### src/rtl/load_store_unit_if.sv
// Datapath and data-memory signal bundle for load_store_unit.
// The master side is the execute stage plus the memory; the slave side is the LSU.
interface load_store_unit_if #(
  parameter int SIZE = 64,
  parameter int N    = 32
);
  localparam int WA = $clog2(N);
  localparam int AW = WA + 3;

  // Handshake: the datapath raises req with store/funct3/addr/d_wr stable and holds it
  // until done; req is only sampled while busy is low; done is a one-cycle pulse and
  // err/d_rd are valid in that cycle.
  logic            req;
  logic            store;
  logic [2:0]      funct3;
  logic [AW-1:0]   addr;
  logic [SIZE-1:0] d_wr;
  logic [SIZE-1:0] d_rd;
  logic            busy;
  logic            done;
  logic            err;
  logic [WA-1:0]   mem_addr;
  logic            mem_we;
  logic [SIZE-1:0] mem_din;
  logic [SIZE-1:0] mem_dout;

  modport master (
    output req, store, funct3, addr, d_wr, mem_dout,
    input  d_rd, busy, done, err, mem_addr, mem_we, mem_din
  );

  modport slave (
    input  req, store, funct3, addr, d_wr, mem_dout,
    output d_rd, busy, done, err, mem_addr, mem_we, mem_din
  );
endinterface

### src/rtl/load_store_unit.sv
// RV64I byte-addressed load/store unit over a 64-bit word memory, RMW for narrow stores.
// Define MISALIGN_TRAP_EN to reject misaligned accesses; otherwise they are aligned down.
module load_store_unit #(
  parameter int SIZE = 64,
  parameter int N    = 32
) (
  input  logic              clk,
  input  logic              rst_n,
  load_store_unit_if.slave  bus,
  output logic [1:0]        fsm_state
);
  localparam int WA = $clog2(N);
  localparam int AW = WA + 3;

  typedef enum logic [1:0] {IDLE, ACCESS, WRITE, RESP} state_t;

  state_t          state;
  logic            store_q;
  logic [2:0]      funct3_q;
  logic [2:0]      off_q;
  logic [SIZE-1:0] wdata_q;
  logic [SIZE-1:0] d_rd_q;
  logic [SIZE-1:0] din_q;
  logic [WA-1:0]   maddr_q;
  logic            we_q;
  logic            done_q;
  logic            err_q;
  logic            busy_q;

  logic [2:0]      low_mask;
  logic            req_bad;
  logic [AW-1:0]   req_addr;

  always_comb begin
    unique case (bus.funct3[1:0])
      2'd0:    low_mask = 3'b000;
      2'd1:    low_mask = 3'b001;
      2'd2:    low_mask = 3'b011;
      default: low_mask = 3'b111;
    endcase
    req_bad  = bus.store ? bus.funct3[2] : (bus.funct3 == 3'b111);
    req_addr = bus.addr;
`ifdef MISALIGN_TRAP_EN
    if ((bus.addr[2:0] & low_mask) != 3'b000) req_bad = 1'b1;
`else
    req_addr[2:0] = bus.addr[2:0] & ~low_mask;
`endif
  end

  logic [5:0]      shamt;
  logic [SIZE-1:0] field;
  logic [SIZE-1:0] load_val;
  logic [SIZE-1:0] store_sh;
  logic [SIZE-1:0] merged;
  logic [7:0]      lane_en;

  always_comb begin
    shamt = {off_q, 3'b000};
    field = bus.mem_dout >> shamt;
    unique case (funct3_q)
      3'b000:  load_val = {{(SIZE-8){field[7]}},   field[7:0]};
      3'b001:  load_val = {{(SIZE-16){field[15]}}, field[15:0]};
      3'b010:  load_val = {{(SIZE-32){field[31]}}, field[31:0]};
      3'b100:  load_val = {{(SIZE-8){1'b0}},       field[7:0]};
      3'b101:  load_val = {{(SIZE-16){1'b0}},      field[15:0]};
      3'b110:  load_val = {{(SIZE-32){1'b0}},      field[31:0]};
      default: load_val = field;
    endcase
    unique case (funct3_q[1:0])
      2'd0:    lane_en = 8'h01 << off_q;
      2'd1:    lane_en = 8'h03 << off_q;
      2'd2:    lane_en = 8'h0F << off_q;
      default: lane_en = 8'hFF;
    endcase
    store_sh = wdata_q << shamt;
    merged   = bus.mem_dout;
    for (int i = 0; i < 8; i++) begin
      if (lane_en[i]) merged[8*i +: 8] = store_sh[8*i +: 8];
    end
  end

  always_ff @(posedge clk) begin
    if (!rst_n) begin
      state    <= IDLE;
      store_q  <= 1'b0;
      funct3_q <= 3'b000;
      off_q    <= 3'b000;
      wdata_q  <= '0;
      d_rd_q   <= '0;
      din_q    <= '0;
      maddr_q  <= '0;
      we_q     <= 1'b0;
      done_q   <= 1'b0;
      err_q    <= 1'b0;
      busy_q   <= 1'b0;
    end else begin
      unique case (state)
        IDLE: begin
          done_q <= 1'b0;
          err_q  <= 1'b0;
          if (bus.req) begin
            store_q  <= bus.store;
            funct3_q <= bus.funct3;
            off_q    <= req_addr[2:0];
            wdata_q  <= bus.d_wr;
            busy_q   <= 1'b1;
            if (req_bad) begin
              err_q  <= 1'b1;
              done_q <= 1'b1;
              state  <= RESP;
            end else begin
              maddr_q <= req_addr[AW-1:3];
              state   <= ACCESS;
            end
          end
        end
        ACCESS: begin
          if (store_q) begin
            din_q <= merged;
            we_q  <= 1'b1;
            state <= WRITE;
          end else begin
            d_rd_q  <= load_val;
            maddr_q <= '0;
            done_q  <= 1'b1;
            state   <= RESP;
          end
        end
        WRITE: begin
          we_q    <= 1'b0;
          din_q   <= '0;
          maddr_q <= '0;
          done_q  <= 1'b1;
          state   <= RESP;
        end
        RESP: begin
          done_q <= 1'b0;
          err_q  <= 1'b0;
          busy_q <= 1'b0;
          state  <= IDLE;
        end
        default: state <= IDLE;
      endcase
    end
  end

  // Write enable is also masked by reset so a reset landing in WRITE cannot commit.
  assign bus.mem_we   = we_q & rst_n;
  assign bus.mem_addr = maddr_q;
  assign bus.mem_din  = din_q;
  assign bus.d_rd     = d_rd_q;
  assign bus.done     = done_q;
  assign bus.err      = err_q;
  assign bus.busy     = busy_q;
  assign fsm_state    = state;
endmodule

### src/flat_wrapper.sv
// flat-port wrapper written by rule: the top's interface ports become plain ports
module load_store_unit_flat 
#(
  parameter int SIZE = 64,
  parameter int N    = 32
)
  (clk, rst_n, fsm_state, bus_req, bus_store, bus_funct3, bus_addr, bus_d_wr, bus_mem_dout, bus_d_rd, bus_busy, bus_done, bus_err, bus_mem_addr, bus_mem_we, bus_mem_din);
  load_store_unit_if #(.SIZE(SIZE), .N(N)) bus_i ();
  input  logic clk;
  input  logic rst_n;
  output logic [1:0] fsm_state;
  input wire logic [$bits(bus_i.req)-1:0] bus_req;
  input wire logic [$bits(bus_i.store)-1:0] bus_store;
  input wire logic [$bits(bus_i.funct3)-1:0] bus_funct3;
  input wire logic [$bits(bus_i.addr)-1:0] bus_addr;
  input wire logic [$bits(bus_i.d_wr)-1:0] bus_d_wr;
  input wire logic [$bits(bus_i.mem_dout)-1:0] bus_mem_dout;
  output wire logic [$bits(bus_i.d_rd)-1:0] bus_d_rd;
  output wire logic [$bits(bus_i.busy)-1:0] bus_busy;
  output wire logic [$bits(bus_i.done)-1:0] bus_done;
  output wire logic [$bits(bus_i.err)-1:0] bus_err;
  output wire logic [$bits(bus_i.mem_addr)-1:0] bus_mem_addr;
  output wire logic [$bits(bus_i.mem_we)-1:0] bus_mem_we;
  output wire logic [$bits(bus_i.mem_din)-1:0] bus_mem_din;
  assign bus_i.req = bus_req;
  assign bus_i.store = bus_store;
  assign bus_i.funct3 = bus_funct3;
  assign bus_i.addr = bus_addr;
  assign bus_i.d_wr = bus_d_wr;
  assign bus_i.mem_dout = bus_mem_dout;
  assign bus_d_rd = bus_i.d_rd;
  assign bus_busy = bus_i.busy;
  assign bus_done = bus_i.done;
  assign bus_err = bus_i.err;
  assign bus_mem_addr = bus_i.mem_addr;
  assign bus_mem_we = bus_i.mem_we;
  assign bus_mem_din = bus_i.mem_din;
  load_store_unit #(.SIZE(SIZE), .N(N)) u_core (.clk(clk), .rst_n(rst_n), .bus(bus_i), .fsm_state(fsm_state));
endmodule
### config.mk
export PLATFORM = sky130hd
export DESIGN_NAME = load_store_unit_flat
export DESIGN_NICKNAME = d
export VERILOG_FILES = /design/src/rtl/load_store_unit_if.sv /design/src/rtl/load_store_unit.sv /design/src/flat_wrapper.sv
export SDC_FILE = /design/constraint.sdc
export NUM_CORES = 1
export LEC_CHECK = 0
export CAP_MARGIN = 15
export CORE_ASPECT_RATIO = 0.75
export CORE_MARGIN = 5
export CORE_UTILIZATION = 54
export CTS_CLUSTER_DIAMETER = 80
export DETAILED_ROUTE_END_ITERATION = 8
export PLACE_DENSITY = 0.84
export RECOVER_POWER = 100
export SYNTH_ARGS = -nofsm -noshare
export SYNTH_HDL_FRONTEND = slang
export SYNTH_SLANG_ARGS = --single-unit
### constraint.sdc
create_clock -name clk -period 4.4 [get_ports clk]
set_input_delay 0.88 -clock clk [delete_from_list [all_inputs] [get_ports clk]]
set_output_delay 0.88 -clock clk [all_outputs]
set_load 0.01 [all_outputs]
# Word-level counts from Yosys, hierarchy flattened

Cells that the tools add are included.
W data, S select, Z words.

Eq/ne operators: 17
Shifts and indexed selects: 5
Mux-type cells: 31
Bitwise logic cells: 4
Reduce and logical (&&, ||, !) cells: 12

Operators with widths:

| kind                  | count |
|---|---|
| $pmux W64 S6          | 1 |
| $pmux W64 S2          | 1 |
| $mux W64              | 1 |
| $mux W8               | 8 |
| $shl A64 B6 Y64       | 1 |
| $shr A64 B6 Y64       | 1 |
| $pmux W8 S3           | 1 |
| $mux W5               | 3 |
| $pmux W5 S3           | 1 |
| $eq A3 B3 Y1 const B  | 4 |
| $pmux W3 S3           | 1 |
| $eq A2 B2 Y1 const B  | 4 |
| $pmux W2 S4           | 1 |
| $reduce_and A2 Y1     | 4 |
| $shl A1 B3 Y8 const A | 1 |
| $shl A2 B3 Y8 const A | 1 |
| $shl A4 B3 Y8 const A | 1 |
| $mux W1               | 7 |
| $eq A2 B1 Y1 const B  | 3 |
| $logic_not A2 Y1      | 3 |
| $ne A2 B2 Y1 const B  | 3 |
| $pmux W1 S2           | 3 |
| $mux W2               | 2 |
| $pmux W1 S4           | 1 |
| 11 further kinds      | 12 |

Flip-flop bits (word level): 210
Bits of input ports: 143
Word-level logic and storage cells: 81

# Depth between registers and ports, before layout

Gate-level depths: netlist of run 1.

Word-level depth: 5
Depth in mapped cells: 10
Depth with buffers taken out: 7

# Worst setup path before layout of run 1

Ideal clock, no wire load.

Path kind: input -> output
Start point: input rst_n
End point: output bus_mem_we
Data arrival time: 1492 ps
Slack: 2028 ps
Stages: 3
Path buffers: 2
Cells stage by stage: clkbuf_1 -> clkbuf_1 -> and2_1

Longest elaborated chain between the ends: 1

Ends and longest elaborated chain:

| element            | line                   | RTL |
|---|---|---|
| start: declaration | flat_wrapper.sv:10     | `input logic rst_n;` |
| $and A1 B1 Y1      | load_store_unit.sv:148 | `assign bus.mem_we = we_q & rst_n;` |
| end: declaration   | flat_wrapper.sv:23     | `output wire logic [$bits(bus_i.mem_we)-1:0] bus_mem_we;` |

No other way between the ends.

# Final worst setup path of run 1

Start point: register u_core.off_q[1]
End point: register u_core.din_q[60], in the netlist u_core.bus.mem_din[60]

Longest elaborated chain between the ends: 5

Ends and longest elaborated chain:

| element                                                 | line                   | RTL |
|---|---|---|
| start: declaration                                      | load_store_unit.sv:20  | `logic [2:0] off_q;` |
| start signal: assignment                                | load_store_unit.sv:104 | `off_q <= req_addr[2:0];` |
| branches (longest 2 deep; another with $shl A64 B6 Y64) | --                     |  |
| $mux W8 *                                               | load_store_unit.sv:78  | `if (lane_en[i]) merged[8*i +: 8] = store_sh[8*i +: 8];` |
| $mux W64 *                                              | load_store_unit.sv:118 | `if (store_q) begin` |
| $pmux W64 S2 *                                          | load_store_unit.sv:97  | `unique case (state)` |
| end signal: assignment                                  | load_store_unit.sv:119 | `din_q <= merged;` |
| end: declaration                                        | load_store_unit.sv:23  | `logic [SIZE-1:0] din_q;` |

Every way passes the cells marked *. The select of a mux whose other input is x is not followed.
A chain may end at the register's enable or synchronous reset.

==> results of run 1 <==
-- sequential cells by signal, indices dropped and copies added (netlist names) --
register             flops
u_core.store_q           1
u_core.bus.err           1
u_core.bus.mem_addr      5
u_core.bus.mem_din      64
u_core.fsm_state         2
u_core.we_q              1
u_core.wdata_q          64
u_core.funct3_q          3
u_core.bus.d_rd         64
u_core.bus.busy          1
u_core.off_q             3
u_core.bus.done          1
-- worst paths after layout --
kind / end / start
hold reg to reg: u_core.bus.mem_din[18] / u_core.bus.mem_din[18]
setup / recovery: u_core.bus.mem_din[60] / u_core.off_q[1]
hold / removal: u_core.bus.mem_din[18] / u_core.bus.mem_din[18]
setup reg to reg: u_core.bus.mem_din[60] / u_core.off_q[1]
-- cell families after synthesis --
| logic type | after synthesis | share of synthesized area (%) |
|---|---|---|
| DFF | 210 | 36.3 |
| muxes | 152 | 15.0 |
| and+or+nand+nor | 436 | 16.3 |
| adders and majority gates | 10 | 1.08 |
| buffers and inverters | 134 | 5.55 |
| AOI/OAI and AO/OA | 491 | 25.8 |
-- layer usage --
layer	wire [um]	up-vias	global-route usage [%]
li1	-	5516	-
met1	18300	5674	49.7
met2	18100	899	49.8
met3	7280	134	14.2
met4	1600	2	11.0
met5	13	-	0
-- cell type report --
cell class,count,area (um^2),share of cell area [%]
clock buffers,34,667,4.46
clock inverters,3,21.3,0.142
inverters,11,41.3,0.276
multi-input cells,1089,6710,44.8
flip-flops and latches,210,4210,28.1
well taps,288,360,2.41
repair buffers,302,2950,19.7
-- tightest hold or removal path, stage by stage (launching register included) --
cell and delay [ns]:
dfxtp_1 0.32, nand2_1 0.04, o21ai_0 0.05
-- placed cells by master, fill, tap and decap left out, types with 11 or more instances in the layout --
cell type        instances
a211oi_1                13
a21oi_1                170
a22o_1                  14
a22oi_1                 13
a31oi_1                 20
buf_4                   15
clkbuf_16               23
clkdlybuf4s50_1        140
dfxtp_1                207
dlygate4sd3_1          141
inv_1                   11
mux2_1                  13
mux2_2                  54
mux2i_1                 75
nand2_1                316
nand2b_1                20
nor2_1                  34
nor2b_1                 18
o211ai_1                25
o21ai_0                154
o22ai_1                 17
or2_2                   11
-- per-stage QoR --
stage	instances	hold WS [ns]	util, %
after detailed placement	1899	0.438	67.8
after global routing	1937	0.479	70.9
final	1937	0.446	70.9
after CTS	1936	0.456	71.1
after global placement	1899	0.435	67.8
after floorplan	1433	0.433	-
-- power breakdown --
part | leakage, nW | switching [mW] | internal [mW]
Clock | 0.335 | 0.777 | 1.04
Sequential | 1.72 | 0.410 | 2.34
Combinational | 3.60 | 1.71 | 1.23
Total | 5.65 | 2.89 | 4.61
==> impl_metrics.ini, run 1 <==
[clock_tree]
root_buffer = clkbuf_16
clkTransAtPathRegs_ns = 0.07
numClockSinks = 210
post_cts_buffers = 0
clk_latency_ns = 0.51
cts_tree = built
numCtsBuffers = 23
htreeDepth = 1
clk_path_buf_depth = 3
cts.repair.resized = 0
hold_buffers = 0

[timing]
worst_pin_slew_ns = 1.61
fmax_mhz = 282
finClkSkew_ns = 0.0110
slew_viol_final = 81
setup_ws_ns = 0.859
rsz0062_at_grt = false
max_slew_margin_pct = -7.63
finalCriticalPeriod_ns = 3.54
setup_tns_ns = 0
finalSetupViolCount = 0
final-hold-violation-count = 0
period_share_pct = 80.5

[synth]
synth_top_area_share_pct = 36.3
async_reset_ff_share_pct = 0
yosysWarnings = 0
synth.distinct_cells = 55
yosys.cell_count.top_type = nand2_1
ys_ff_latch = 210
synth_ff_type = dfxtp_1
syn-cell-area_mm2 = 0.0116
synthTopCellsByCount = nand2_1 (317), dfxtp_1 (210), a21oi_1 (168), o21ai_0 (153), mux2i_1 (75)
yosys.area.top_type = dfxtp_1
syn_area_per_cell_um2 = 8.08
yosys-top-cells-area = dfxtp_1 (36%), nand2_1 (10%), a21oi_1 (7.3%)
synth_edf_count = 0
ys_seq_area_share_pct = 36.3
synth_nets = 1586
syn-instance-count = 1433

[power_and_ir_drop]
power_mw = 7.50
leakagePower_nw = 5.65
ir_drop_mv = 0.381
power.density_mw_per_mm2 = 501

[placed_design]
dp_slack_ns = 1.17
place_area_mm2 = 0.0143
port_buffers = 281
gp_routability_congestion = 1.04
dpl.hpwl_um = 34700

[setup_path]
cp.arrival_ns = 3.97
cp.required_ns = 4.83
crit_path_frequent_cell = o21ai_0
r2r_cells = 6
critPathCaptureType = flop
crit_type = flop to flop
path_depth = 6
worstPathMaxFanout = 84
crit_chain = clkbuf_2 > mux2i_1 > mux2_1 > o211ai_1 > o21ai_0 > o21ai_0
startpoint_type = flop
crit_path_max_incr_delay_ns = 1.12
reg2reg_slack_ns = 0.86
path_delay_family = buffers and inverters
crit_slowest_cell = clkbuf_2
critical_path_buf_inv_count = 1

[global_route]
track_usage_pct = 35.4
grt_max_degree = 85
grt_pass1_wl_um = 66600
grt_antenna_before_repair = 1
grt_pass1_vias = 11300
overflow = 0

[worst_hold_path]
holdCritPathClass = flop to flop
hold_depth = 2

[cells_and_area]
syn_to_final_growth_pct = 29.3
nets = 1790
num-fill-cells = 1706
insertedDiodeCount = 0
finish.instance_area_mm2 = 0.0150
drive_above_1_share_pct = 8.49

[routing]
dr.pass1.iters = 6
drt-initial-drc-count = 1584
final_antenna_net_count = 0
vias = 12200
post-route-drc-count = 0
wl_per_cell_um = 23.4
routed_wl_um = 45300
routed_via_density = 6.31

[floorplan]
die_area_mm2 = 0.0245
io_pins = 282
die_y_um = 137
rows = 46
die_x_um = 179
start_util_pct = 54.8
coreArea_mm2 = 0.0211

[outcome]
status = finished, violations left
violations = max-capacitance violations, max-slew violations

[run]
maxCapViolCount = 1
Power figures use the tool's default switching activity.
==> run 2, diff against run 1 <==
--- a/config.mk
+++ b/config.mk
@@ -8,10 +8,10 @@
 export CAP_MARGIN = 15
 export CORE_ASPECT_RATIO = 0.75
 export CORE_MARGIN = 5
-export CORE_UTILIZATION = 54
+export CORE_UTILIZATION = 46
 export CTS_CLUSTER_DIAMETER = 80
 export DETAILED_ROUTE_END_ITERATION = 8
-export PLACE_DENSITY = 0.84
+export PLACE_DENSITY = 0.76
 export RECOVER_POWER = 100
 export SYNTH_ARGS = -nofsm -noshare
 export SYNTH_HDL_FRONTEND = slang
==> constraint.sdc (replaced) <==
create_clock -name clk -period 3.1 [get_ports clk]
set_input_delay 0.62 -clock clk [delete_from_list [all_inputs] [get_ports clk]]
set_output_delay 0.62 -clock clk [all_outputs]
set_load 0.01 [all_outputs]
==> impl_metrics.ini, run 2 (synthesis gave the netlist of run 1 again) <==
[setup_path]
critPathCaptureType = flop
crit_type = flop to flop
cp.arrival_ns = 3.18
crit_chain = buf_4 > mux2i_1 > nor2b_1 > a211oi_1 > o22ai_1 > a21oi_1
crit_slowest_cell = dfxtp_2
worstPathMaxFanout = 46
crit_path_max_incr_delay_ns = 0.74
startpoint_type = flop
cp.required_ns = 3.54

[floorplan]
die_area_mm2 = 0.0285
die_y_um = 147
io_pins = 282
start_util_pct = 46.5
coreArea_mm2 = 0.0249
rows = 50
die_x_um = 193

[timing]
period_share_pct = 88.3
slew_viol_final = 0
setup_tns_ns = 0
finalSetupViolCount = 0
final-hold-violation-count = 0
worst_pin_slew_ns = 1.46
finClkSkew_ns = 0.0141
finalCriticalPeriod_ns = 2.74
final.hold.worst_slack_ns = 0.450
max_slew_margin_pct = 2.44
fmax_mhz = 365
rsz0062_at_grt = false

[routing]
routed_via_density = 6.03
vias = 12100
routed_wl_um = 48300
post-route-drc-count = 0
final_antenna_net_count = 0
dr.pass1.iters = 6
drt-initial-drc-count = 1329
wl_per_cell_um = 24.1

[cells_and_area]
insertedDiodeCount = 0
syn_to_final_growth_pct = 32.3
layout.cells.most_common = nand2_1
nets = 1802
layout_common_cells = nand2_1 (316), dfxtp_1 (208), a21oi_1 (169), o21ai_0 (155), clkdlybuf4s50_1 (141)
drive_above_1_share_pct = 10.5

[clock_tree]
root_buffer = clkbuf_16
clk_path_buf_depth = 3
htreeDepth = 1
hold_buffers = 0
post_cts_buffers = 0
numClockSinks = 210
clk_latency_ns = 0.52
numCtsBuffers = 22
cts.repair.resized = 0
clkTransAtPathRegs_ns = 0.06
cts_tree = built

[power_and_ir_drop]
ir_drop_mv = 0.410
pwr-share-clk_pct = 25.7
p_seq_share_pct = 34.6
power.density_mw_per_mm2 = 724
swShare_pct = 38.1
intPower_mw = 6.86
comb_power_share_pct = 39.6
p_switching_mw = 4.23
leakagePower_nw = 5.79

[global_route]
grt_pass1_wl_um = 69800
grt_max_degree = 90
grt_antenna_before_repair = 4
grt_pass1_vias = 11000
track_usage_pct = 32.1
overflow = 0

[worst_hold_path]
holdCritPathClass = flop to flop

[run]
maxCapViolCount = 0

[placed_design]
gp_routability_congestion = 0.965
dpl.hpwl_um = 36900
port_buffers = 281

[outcome]
status = completed
## run 2: critical path, delay by kind of cell (launching register included)
| family | cells | cell delay [ns] |
|---|---|---|
| AO/OA/AOI/OAI | 3 | 0.79 |
| flip-flops | 1 | 0.74 |
| buffers and inverters | 1 | 0.63 |
| multiplexers | 1 | 0.24 |
| AND/OR/NAND/NOR | 1 | 0.18 |
## run 2: final cells by class
class	count	area (um^2)
clock inverter	7	91.3
tap	338	423
sequential	210	4210
timing repair buffer	315	3110
fill	2253	9590
inverter	11	41.3
multi-input combinational	1089	6750
clock buffer	33	694
## run 2: final timing paths
| kind | from | endpoint | slack, ns | depth (start not counted) |
|---|---|---|---|---|
| setup / recovery | u_core.off_q[1] | u_core.bus.d_rd[8] | 0.36 | 6 |
| hold / removal | u_core.bus.mem_din[5] | u_core.bus.mem_din[5] | 0.45 | 2 |
| setup reg to reg | u_core.off_q[1] | u_core.bus.d_rd[8] | 0.36 | 6 |
| hold reg to reg | u_core.bus.mem_din[5] | u_core.bus.mem_din[5] | 0.45 | 2 |
## run 2: through the flow
step                      setup WS [ns]  area (um^2)  power [mW]  util [%]  std cells
after floorplan                    1.02        11600        6.28         -       1433
after global placement            0.412        14600        8.30      58.5       1963
after detailed placement          0.337        14600        8.37      58.5       1963
after CTS                         0.570        15300        11.2      61.6       2003
after global routing              0.196        15300        11.6      61.5       2003
final                             0.361        15300        11.1      61.5       2003
## run 2: metal layers
layer  vias to the layer above  track usage, %  wire, um
li1                       5554               -         -
met1                      5749            49.0     21700
met2                       673            44.4     19300
met3                        91            10.0      6140
met4                         6            6.30      1100
met5                         -               0        35
## run 2: power groups by stage
stage | Combinational [mW] | Clock (mW) | Sequential, mW
6_report | 4.39 | 2.85 | 3.84
3_5_place_dp | 4.49 | 0 | 3.88
5_1_grt | 4.75 | 2.99 | 3.89
4_1_cts | 4.51 | 2.88 | 3.83
3_3_place_gp | 4.43 | 0 | 3.87
2_1_floorplan | 2.39 | 0 | 3.89
==> run 3, diff against run 2 <==
--- a/config.mk
+++ b/config.mk
@@ -5,6 +5,7 @@
 export SDC_FILE = /design/constraint.sdc
 export NUM_CORES = 1
 export LEC_CHECK = 0
+export ABC_AREA = 0
 export CAP_MARGIN = 15
 export CORE_ASPECT_RATIO = 0.75
 export CORE_MARGIN = 5
==> results of run 3 <==
Same layout as run 2: the final DEF is identical, and so are final timing and power.
==> RTL edit 1, RTL diff (config.mk and constraints of run 2) <==
Remove the case item `2'd1` of the case on `funct3_q[1:0]`.
--- a/src/rtl/load_store_unit.sv
+++ b/src/rtl/load_store_unit.sv
@@ -70,3 +70,2 @@
       2'd0:    lane_en = 8'h01 << off_q;
-      2'd1:    lane_en = 8'h03 << off_q;
       2'd2:    lane_en = 8'h0F << off_q;
Formal check against the unedited RTL: not equivalent (a bounded check fails within 4 cycles, from zero or initial values and one cycle with rst_n low).
==> RTL edit 1 against run 2 <==
Clock power fell by 1%; maximum frequency fell by 2.6%; sequential cell count did not move; combinational power rose by 4%; synthesized area fell by 1.0%; sequential power barely moved; setup slack got worse by 0.074 ns; via count rose by 0.28%; routed wire length fell by 4.1%; die area fell by 0.97%; total power rose by 1.3%; non-clock buffer count rose by 12; final area fell by 0.19%; clock skew rose by 0.0036 ns; critical endpoint is now u_core.bus.d_rd[59]; largest cell class unchanged; highest routed layer unchanged.
==> RTL edit 1: results (changes against run 2) <==
pwr:
  p_comb_frac: 0.407  # was 0.396
  seq-power_mw: 3.85  # was 3.84 mW
  p_int_mw: 6.88  # was 6.86 mW
  leakage_nw: 5.68  # was 5.79 nW
detailed_routing:
  drt_wl_total_um: 46400  # was 48300 um
  drtIter0Drc: 1666  # was 1329
layout:
  nNetsFinal: 1796  # was 1802
  fill_cells: 2222  # was 2253
  finalNonFillerCells: 2001  # was 2003
grt:
  antenna_found_initial: 6  # was 4
  grtUsageTotal: 0.315  # was 0.321
  use_met3: 0.106  # was 0.100
  first_global_vias: 11200  # was 11000
sta:
  skew_ns: 0.0177  # was 0.0141 ns
  timing.hold.ws_ns: 0.448  # was 0.450 ns
  max-slew-margin-rel: 0.223  # was 0.0244
logic_synthesis:
  ys_seq_area_frac: 0.367  # was 0.363
  ys_top_cells_by_area: "dfxtp_1 37%, nand2_1 11%, mux4_2 7.3%"  # was dfxtp_1 36%, nand2_1 10%, a21oi_1 7.3%
  synth_mux_area_frac: 0.161  # was 0.150
  synth_nets: 1569  # was 1586
  synth-compound-area-share: 0.224  # was 0.258
  synth_cell_types: 53  # was 55
  synthCells: 1421  # was 1433
worst_setup_path:
  cpPeakStageDelay_ns: 0.79  # was 0.74 ns
  crit_fanout: 45  # was 46
  cp_slowest_cell: "dfxtp_4"  # was dfxtp_2
run_status:
  outcome: "complete, no violations"  # unchanged
place:
  gp_congestion: 0.981  # was 0.965
  hpwl_um: 35400  # was 36900 um
  dpl-instance-area_mm2: 0.0146  # about the same
[RTL edit 1: changes by cell type in the layout (fill, tap and decap cells not counted), sizes merged, moves of 10 or more]
| cell | before | now |
|---|---|---|
| a22oi | 13 | 24 |
| buf | 30 | 42 |
| mux2 | 67 | 33 |
| mux2i | 75 | 64 |
| mux4 | 10 | 37 |
| nand2 | 317 | 332 |
| nand2b | 20 | 32 |
| nand3 | 1 | 31 |
| nor2 | 36 | 47 |
| nor2b | 19 | 5 |
| nor3 | 7 | 18 |
| o211a | 10 | 0 |
| o211ai | 25 | 0 |
[RTL edit 1: kinds of logic after synthesis]
family	after synthesis
AOI/OAI and AO/OA	437
adders and majority gates	5
buffers and inverters	133
DFF	210
muxes	134
and+or+nand+nor	502
[RTL edit 1: final cells by class]
cell class / instances / area share
clock inverters: 7 / 0.00622
repair buffers: 327 / 0.211
well taps: 338 / 0.0277
clock buffers: 32 / 0.0438
multi-input cells: 1078 / 0.433
inverters: 9 / 0.00221
flip-flops and latches: 210 / 0.276
==> RTL edit 2, RTL diff (flow settings as in run 2) <==
Made on the original files. Add a define of `MISALIGN_TRAP_EN`.
--- a/src/rtl/load_store_unit.sv
+++ b/src/rtl/load_store_unit.sv
@@ -2,2 +2,4 @@
 // Define MISALIGN_TRAP_EN to reject misaligned accesses; otherwise they are aligned down.
+`define MISALIGN_TRAP_EN
+
 module load_store_unit #(
Formal check against the unedited RTL: not equivalent (Yosys sat finds a counterexample within 4 cycles, from zero or initial values and one cycle with rst_n low).
==> RTL edit 2 against run 2 <==
Clock skew rose by 0.00064 ns; setup slack got worse by 0.13 ns; sequential cell count stayed put; synthesized cell count down 1.8%; final area about the same; synthesized area is 1.2% higher; routed wire length decreased by 3.9%; first-iteration DRC count increased by 12%; total power is 2.4% higher.
==> RTL edit 2: results (changes against run 2) <==
logic_synthesis:
  synth_common_cells: "286 x nand2_1, 210 x dfxtp_1, 157 x o21ai_0"  # was 317 x nand2_1, 210 x dfxtp_1, 168 x a21oi_1
  ys_top_cells_by_area: "dfxtp_1 36%, nand2_1 9.2%, mux2i_1 7.9%"  # was dfxtp_1 36%, nand2_1 10%, a21oi_1 7.3%
  synth_nets: 1559  # was 1586
  ys_seq_area_frac: 0.359  # was 0.363
  synth_mux_area_frac: 0.182  # was 0.150
  synth_fa_ha_area_frac: 0.00962  # was 0.0108
  synth_cell_types: 57  # was 55
  synth-compound-area-share: 0.234  # was 0.258
  syn_area_per_cell_um2: 8.32  # was 8.08 um2
run_status:
  outcome: "complete, no violations"  # unchanged
clock_tree:
  numCtsBuffers: 22  # unchanged
pwr:
  peakVddDrop_mv: 0.432  # was 0.410 mV
  leakage_nw: 5.71  # was 5.79 nW
  switchingPower_mw: 4.50  # was 4.23 mW
worst_hold_path:
  hold-path-endpoint: "u_core.bus.mem_din[48]"  # was u_core.bus.mem_din[5]
  min_from: "u_core.bus.mem_din[48]"  # was u_core.bus.mem_din[5]
layout:
  nNetsFinal: 1787  # was 1802
  drive_gt1_frac: 0.104  # was 0.105
  fill_cells: 2220  # was 2253
  area_growth_pct: 30.9  # was 32.3%
  finalNonFillerCells: 1989  # was 2003
grt:
  antenna_found_initial: 1  # was 4
  first_global_vias: 11100  # was 11000
  grt_pass1_wl_um: 68400  # was 69800 um
  grtUsageTotal: 0.302  # was 0.321
  grt_max_degree: 81  # was 90
detailed_routing:
  drtIter0Drc: 1489  # was 1329
  drt_wl_total_um: 46400  # was 48300 um
  drtPass1Iterations: 5  # was 6
  vias: 12100  # about the same
place:
  gp_congestion: 0.974  # was 0.965
  dpl-instance-area_mm2: 0.0148  # was 0.0146 mm2
  place_inst: 1949  # was 1963
  hpwl_um: 35400  # was 36900 um
  pre_cts_slack_ns: 0.256  # was 0.337 ns
sta:
  skew_ns: 0.0148  # was 0.0141 ns
  worst_slack_ns: 0.230  # was 0.361 ns
worst_setup_path:
  crit_fanout: 28  # was 46
  cp_data_arrival_time_ns: 3.26  # was 3.18 ns
  r2r_end: "u_core.bus.mem_din[45]"  # was u_core.bus.d_rd[8]
RTL edit 2: power groups by stage:
stage	clock network, mW	logic (mW)	registers, mW
detailed placement	0	5.10	3.89
floorplan	0	2.96	3.86
finish	2.61	4.91	3.84
global placement	0	5.04	3.87
CTS	2.63	5.12	3.84
global route	2.74	5.28	3.90
RTL edit 2: area by class of cell:
class,count,share of cell area
antenna,1,0.000163
clock buffer,29,0.0403
clock inverter,10,0.00547
inverter,9,0.00220
multi-input combinational,1067,0.443
sequential,210,0.275
tap,338,0.0276
timing repair buffer,325,0.206
RTL edit 2: worst max-delay path by stage:
stage                                start                      to  cells past startpoint
after floorplan           bus_mem_dout[39]     u_core.bus.d_rd[32]                      7
after global placement    bus_mem_dout[39]     u_core.bus.d_rd[62]                      7
after detailed placement  bus_mem_dout[39]     u_core.bus.d_rd[62]                      7
after CTS                  u_core.off_q[1]  u_core.bus.mem_din[46]                      5
after global routing       u_core.off_q[1]  u_core.bus.mem_din[45]                      6
final                      u_core.off_q[1]  u_core.bus.mem_din[45]                      6
RTL edit 2: cell families after synthesis:
group | Yosys count
buffers and inverters | 130
muxes | 169
DFF | 210
adders and majority gates | 9
and+or+nand+nor | 442
AOI/OAI and AO/OA | 447
RTL edit 2: critical path: stages, from the launching register on:
cell and delay [ns]:
dfxtp_4 0.62, nand2b_1 0.41, o221ai_1 0.82, clkbuf_1 0.37
o21ai_0 0.18, o22ai_1 0.24, o21ai_0 0.11
RTL edit 2: stage by stage:
step / hold slack [ns] / power [mW]
2_1_floorplan: 0.433 / 6.82
3_3_place_gp: 0.436 / 8.91
3_5_place_dp: 0.443 / 8.99
4_1_cts: 0.460 / 11.6
5_1_grt: 0.471 / 11.9
6_report: 0.455 / 11.4
RTL edit 2: metal layers:
metal  part of all wire  vias up  global-route usage
met3               0.12       81              0.0806
met5            0.00015        -                   0
met2               0.41      776               0.436
met1               0.44     5725               0.450
met4              0.027        2              0.0727
li1                   -     5501                   -
